File: config.mk
export PLATFORM = sky130hd
export DESIGN_NAME = clint_mh
export DESIGN_NICKNAME = d
export VERILOG_FILES = /design/src/rtl/clint_mh.sv
export SDC_FILE = /design/constraint.sdc
export NUM_CORES = 1
export LEC_CHECK = 0
export BUFFER_PORTS_ARGS = -buffer_cell sky130_fd_sc_hd__buf_2
export CORE_ASPECT_RATIO = 1.1
export CORE_UTILIZATION = 55
export CTS_CLUSTER_DIAMETER = 60
export DETAILED_ROUTE_END_ITERATION = 16
export MAX_ROUTING_LAYER = met4
export PLACE_DENSITY = 0.87
export SYNTH_ARGS = -nofsm -noshare
export SYNTH_HDL_FRONTEND = slang
export SYNTH_SLANG_ARGS = --single-unit
File: constraint.sdc
create_clock -name clk -period 3.14 [get_ports clk]
set_clock_uncertainty 0.2 [all_clocks]
set_input_delay 0.628 -clock clk [delete_from_list [all_inputs] [get_ports clk]]
set_output_delay 0.628 -clock clk [all_outputs]
set_load 0.1 [all_outputs]
File: src/rtl/clint_mh.sv
// Core-local interruptor: MSIP / MTIMECMP / MTIME registers for NUM_HARTS harts.
// Latency: read data 1 cycle after enb; mtip 1 cycle after the state that causes it.
// Backpressure: none; every strobe is accepted in the cycle it is presented.
//
// Ports:
//   clk, rst_n        system clock, synchronous active-low reset
//   rtc_clk           asynchronous time reference, edge-detected after a 2-flop synchroniser
//   mtime_cnt_en      freezes prescaler and mtime when low
//   ena/addra/wea/dina write port, byte-lane enables
//   enb/addrb/doutb   read port, registered data that holds when enb is low
//   msip, mtip        per-hart software / timer interrupt pending
module clint_mh #(
    parameter int NUM_HARTS = 2,
    parameter int TICK_DIV  = 1
) (
    input  logic                 clk,
    input  logic                 rst_n,
    input  logic                 rtc_clk,
    input  logic                 mtime_cnt_en,
    input  logic                 ena,
    input  logic [15:0]          addra,
    input  logic [3:0]           wea,
    input  logic [31:0]          dina,
    input  logic                 enb,
    input  logic [15:0]          addrb,
    output logic [31:0]          doutb,
    output logic [NUM_HARTS-1:0] msip,
    output logic [NUM_HARTS-1:0] mtip
);

    localparam logic [15:0] A_MTIME_L = 16'hBFF8;
    localparam logic [15:0] A_MTIME_H = 16'hBFFC;
    localparam logic [7:0]  PRESC_MAX = 8'(TICK_DIV - 1);

    logic                 r_rtc_s1;
    logic                 r_rtc_s2;
    logic                 r_rtc_s3;
    logic [7:0]           r_presc;
    logic [63:0]          r_mtime;
    logic [63:0]          r_mtimecmp [NUM_HARTS];
    logic [NUM_HARTS-1:0] r_msip;
    logic [NUM_HARTS-1:0] r_mtip;
    logic [31:0]          r_doutb;

    logic                 w_rtc_tick;
    logic                 w_wr;
    logic                 w_wr_mtime_l;
    logic                 w_wr_mtime_h;
    logic [31:0]          w_rd_dat;

    function automatic logic [31:0] f_merge(input logic [31:0] old_v,
                                            input logic [31:0] new_v,
                                            input logic [3:0]  be);
        logic [31:0] res;
        for (int n = 0; n < 4; n++) begin
            res[8*n +: 8] = be[n] ? new_v[8*n +: 8] : old_v[8*n +: 8];
        end
        return res;
    endfunction

    // r_rtc_s3 is only the edge-detect history; s1/s2 form the synchroniser.
    assign w_rtc_tick   = r_rtc_s2 & ~r_rtc_s3;
    // An all-zero lane mask is treated as no access at all, so it neither
    // blocks the mtime increment nor clears the prescaler.
    assign w_wr         = ena && (wea != 4'b0000);
    assign w_wr_mtime_l = w_wr && (addra == A_MTIME_L);
    assign w_wr_mtime_h = w_wr && (addra == A_MTIME_H);

    always_comb begin
        w_rd_dat = '0;
        for (int h = 0; h < NUM_HARTS; h++) begin
            if (addrb == 16'(4 * h))               w_rd_dat = {31'b0, r_msip[h]};
            if (addrb == 16'(32'h4000 + 8 * h))    w_rd_dat = r_mtimecmp[h][31:0];
            if (addrb == 16'(32'h4004 + 8 * h))    w_rd_dat = r_mtimecmp[h][63:32];
        end
        if (addrb == A_MTIME_L) w_rd_dat = r_mtime[31:0];
        if (addrb == A_MTIME_H) w_rd_dat = r_mtime[63:32];
    end

    always_ff @(posedge clk) begin
        if (!rst_n) begin
            r_rtc_s1 <= 1'b0;
            r_rtc_s2 <= 1'b0;
            r_rtc_s3 <= 1'b0;
            r_presc  <= '0;
            r_mtime  <= '0;
            r_msip   <= '0;
            r_mtip   <= '0;
            r_doutb  <= '0;
            for (int h = 0; h < NUM_HARTS; h++) begin
                r_mtimecmp[h] <= '1;
            end
        end else begin
            r_rtc_s1 <= rtc_clk;
            r_rtc_s2 <= r_rtc_s1;
            r_rtc_s3 <= r_rtc_s2;

            // Software writes to mtime win over a coincident tick and restart
            // the prescaler so the next increment is a full period away.
            if (w_wr_mtime_l || w_wr_mtime_h) begin
                if (w_wr_mtime_l) r_mtime[31:0]  <= f_merge(r_mtime[31:0],  dina, wea);
                if (w_wr_mtime_h) r_mtime[63:32] <= f_merge(r_mtime[63:32], dina, wea);
                r_presc <= '0;
            end else if (w_rtc_tick && mtime_cnt_en) begin
                if (r_presc == PRESC_MAX) begin
                    r_presc <= '0;
                    r_mtime <= r_mtime + 64'd1;
                end else begin
                    r_presc <= r_presc + 8'd1;
                end
            end

            for (int h = 0; h < NUM_HARTS; h++) begin
                if (w_wr && wea[0] && (addra == 16'(4 * h))) begin
                    r_msip[h] <= dina[0];
                end
                if (w_wr && (addra == 16'(32'h4000 + 8 * h))) begin
                    r_mtimecmp[h][31:0] <= f_merge(r_mtimecmp[h][31:0], dina, wea);
                end
                if (w_wr && (addra == 16'(32'h4004 + 8 * h))) begin
                    r_mtimecmp[h][63:32] <= f_merge(r_mtimecmp[h][63:32], dina, wea);
                end
                // Compares the current (pre-update) registers, hence one cycle of lag.
                r_mtip[h] <= (r_mtime >= r_mtimecmp[h]);
            end

            if (enb) begin
                r_doutb <= w_rd_dat;
            end
        end
    end

    assign doutb = r_doutb;
    assign msip  = r_msip;
    assign mtip  = r_mtip;

endmodule
==> run summary <==
status -> complete, no violations
CP max stage delay -> 630 ps
vias -> 14300
final setup vio count -> 0
asr flop ratio synth -> 0
chip height -> 176 um
WP data arrival -> 3240 ps
CTS resizes -> 0
fraction of layout instances using a drive strength above 1 -> 0.171
most frequent cell on the critical path -> nand3_1
RSZ-0062 raised after global routing -> no
Residual DRC -> 0
VDD IR max -> 0.693 mV
clk sinks -> 239
Synth Cell Area -> 0.0152 mm^2
Hold Buf Count CTS -> 0
Worst-Skew Late Latency -> 550 ps
Final Wtd Congestion -> 1.02
Pre-Repair DR Iteration Count -> 8
Die Wd -> 161 um
core footprint -> 0.0270 mm^2
slowest CP cell -> or4_4
Initial Utilization -> 0.562
io pins -> 110
clock slew at reported path FFs -> 60 ps
Final WS setup -> 137 ps
Cells after Synth -> 1686
Vias/cell -> 6.50
Period Utilization, post-route -> 0.956
H-tree level count -> 1
relative slew slack -> 0.270
largest net degree at the start of global routing -> 71
Setup Buffers After CTS -> 0
Max FO, Critical Path -> 7
post-synthesis sequential area ratio -> 0.399
EDFF count, synth -> 128
Avg WL per Cell -> 21.3 um
Synth area leaders -> edfxtp_1 (25%), dfxtp_1 (15%), ha_1 (11%)
Design Power -> 7.56 mW
Buf/Inv on CP -> 0
pre-CTS WS -> -244 ps
Pleak -> 7.45 nW
final WL -> 46.8 mm
Max Slew Vio Count -> 0
area grow syn2layout -> 15.6%
CTS tree -> built
fill count -> 2120
Initial DRC Count -> 1612
maxcap violations -> 0
Required @ worst endpoint -> 3380 ps
Hold Crit Class -> input port to register
Slew @ Worst Pin -> 1090 ps
GRT Util Overall -> 0.344
dpl hpwl -> 35.0 mm
FF+latch count, synth -> 239
Post-Layout Inst Area -> 0.0176 mm^2
Pwr Density -> 430 mW/mm^2
initial antenna violation count -> 3
post-synth cell types -> 86
dpl cell area -> 0.0166 mm^2
Max Clock Freq -> 0.333 GHz
PortBufs -> 109
clock buffer depth -> 3
Syn Nets -> 1891
post-route ant nets -> 0
Synthesis Warnings -> 0
top_reg_cell synth -> edfxtp_1
Synth area leader -> edfxtp_1
die area -> 0.0283 mm^2
Hold Fails Final Rpt -> 0
Worst Setup Start Kind -> register
Root Buffer -> clkbuf_16
Worst Setup End Kind -> register
critical path cell sequence -> ha_1 -> nand3_1 -> or4_4 -> nor2_4 -> and3_1 -> nand3_1 -> a21o_1 -> a32o_1
Final min period -> 3000 ps
Yosys top cell area share -> 0.253
CTS buffer count -> 26
vias in the first global route -> 14100
fin nets -> 2028
critical path class -> register to register
first-pass GRT wire length -> 74.3 mm
cell row count -> 63
crit-path leading delay family -> simple AND/OR/NAND/NOR gates
total gr overflow -> 0
Mean Syn Cell Area -> 9.02 um^2
[kinds of logic (layout without fill, tap and decap cells)]
group           count (synthesis)  count (layout)  share of synthesized area
xor+xnor                        6               6                    0.00346
simple gates                  502             502                      0.170
compound gates                529             529                      0.232
other cells                     0               3                          0
mux                            34              34                     0.0233
flops                         239             239                      0.399
buf+inv                       245             402                     0.0643
fa+ha+maj                     131             131                      0.108
[power breakdown]
group          switching (mW)  internal, mW  leakage, nW
logic                   0.505         0.201         4.80
registers              0.0602          3.39         2.19
clock network            1.37          2.03        0.459
[registers in the layout, summed over array words and instances (netlist names)]
| name | cells |
|---|---|
| r_rtc_s3 | 1 |
| doutb | 32 |
| r_mtime | 64 |
| r_mtimecmp | 128 |
| r_rtc_s2 | 1 |
| r_rtc_s1 | 1 |
| r_presc | 8 |
| msip | 2 |
| mtip | 2 |
[final cells by class]
cell class	count	area (um^2)	share of cell area
multi-input cells	1202	8180	0.465
flip-flops and latches	239	6070	0.345
repair buffers	206	1360	0.0776
clock buffers	29	693	0.0394
inverters	148	556	0.0316
well taps	357	447	0.0254
clock inverters	19	265	0.0151
diodes	3	7.51	0.000427
[cells in the final DEF (no fill, tap or decap), types with 6 or more instances in the layout]
cell,instances
o21ai_1,15
or3_1,7
o211ai_1,8
inv_1,148
and2_1,10
a221oi_1,33
dfxtp_1,111
o21a_1,39
and3_1,24
mux2i_1,32
a211oi_1,10
o221a_1,15
o21ai_0,115
a31oi_1,22
nor2_1,130
or4_1,6
ha_1,131
clkbuf_16,27
or2_2,32
nand4_1,36
a22o_1,15
nand2_1,138
nor3_1,23
nand3_1,38
buf_4,91
edfxtp_1,128
o31ai_1,26
buf_12,7
nand4b_1,6
a21o_1,32
a21oi_1,128
o22ai_1,12
a41oi_1,7
and4_1,10
buf_2,108
[synth_stat cells, types with 6 or more instances]
| master | instances |
|---|---|
| a31oi_1 | 22 |
| and4_1 | 10 |
| o31ai_1 | 26 |
| inv_1 | 148 |
| ha_1 | 131 |
| o211ai_1 | 8 |
| buf_4 | 9 |
| a21oi_1 | 128 |
| nor2_1 | 131 |
| o21a_1 | 39 |
| a211oi_1 | 10 |
| nand2_1 | 138 |
| nand4b_1 | 6 |
| or2_2 | 32 |
| buf_2 | 13 |
| a221oi_1 | 33 |
| o221a_1 | 15 |
| and3_1 | 24 |
| buf_1 | 6 |
| and2_1 | 11 |
| dfxtp_1 | 111 |
| mux2i_1 | 32 |
| o21ai_0 | 115 |
| o21ai_1 | 15 |
| a22o_1 | 15 |
| or3_1 | 7 |
| clkbuf_1 | 68 |
| o22ai_1 | 12 |
| a21o_1 | 32 |
| nor3_1 | 23 |
| edfxtp_1 | 128 |
| nand3_1 | 39 |
| or4_1 | 6 |
| a41oi_1 | 7 |
| nand4_1 | 36 |
[routing by layer]
layer | GRT usage | vias to the layer above | share of wire
met1 | 0.410 | 6723 | 0.38
met2 | 0.562 | 885 | 0.47
met3 | 0.0623 | 183 | 0.10
li1 | - | 6528 | -
met5 | - | - | 0
met4 | 0.167 | 0 | 0.049
[through the flow]
| stage | instances | hold WS, ps | setup TNS, ps | utilization |
|---|---|---|---|---|
| finish | 2203 | 93.7 | 0 | 0.650 |
| global route | 2203 | 86.0 | 0 | 0.650 |
| CTS | 2200 | 87.2 | 0 | 0.650 |
| detailed placement | 2152 | 231 | -12370 | 0.614 |
| global placement | 2152 | 213 | -11800 | 0.614 |
| floorplan | 1686 | 212 | -6180 | - |
[path summary, 6_finish.rpt]
check              from          end  slack, ps  cells past startpoint
min             rtc_clk     r_rtc_s1         90                      2
max          r_mtime[0]  r_mtime[58]        140                      8
min reg2reg    r_rtc_s1     r_rtc_s2        240                      1
max reg2reg  r_mtime[0]  r_mtime[58]        140                      8
Power figures use the tool's default switching activity.
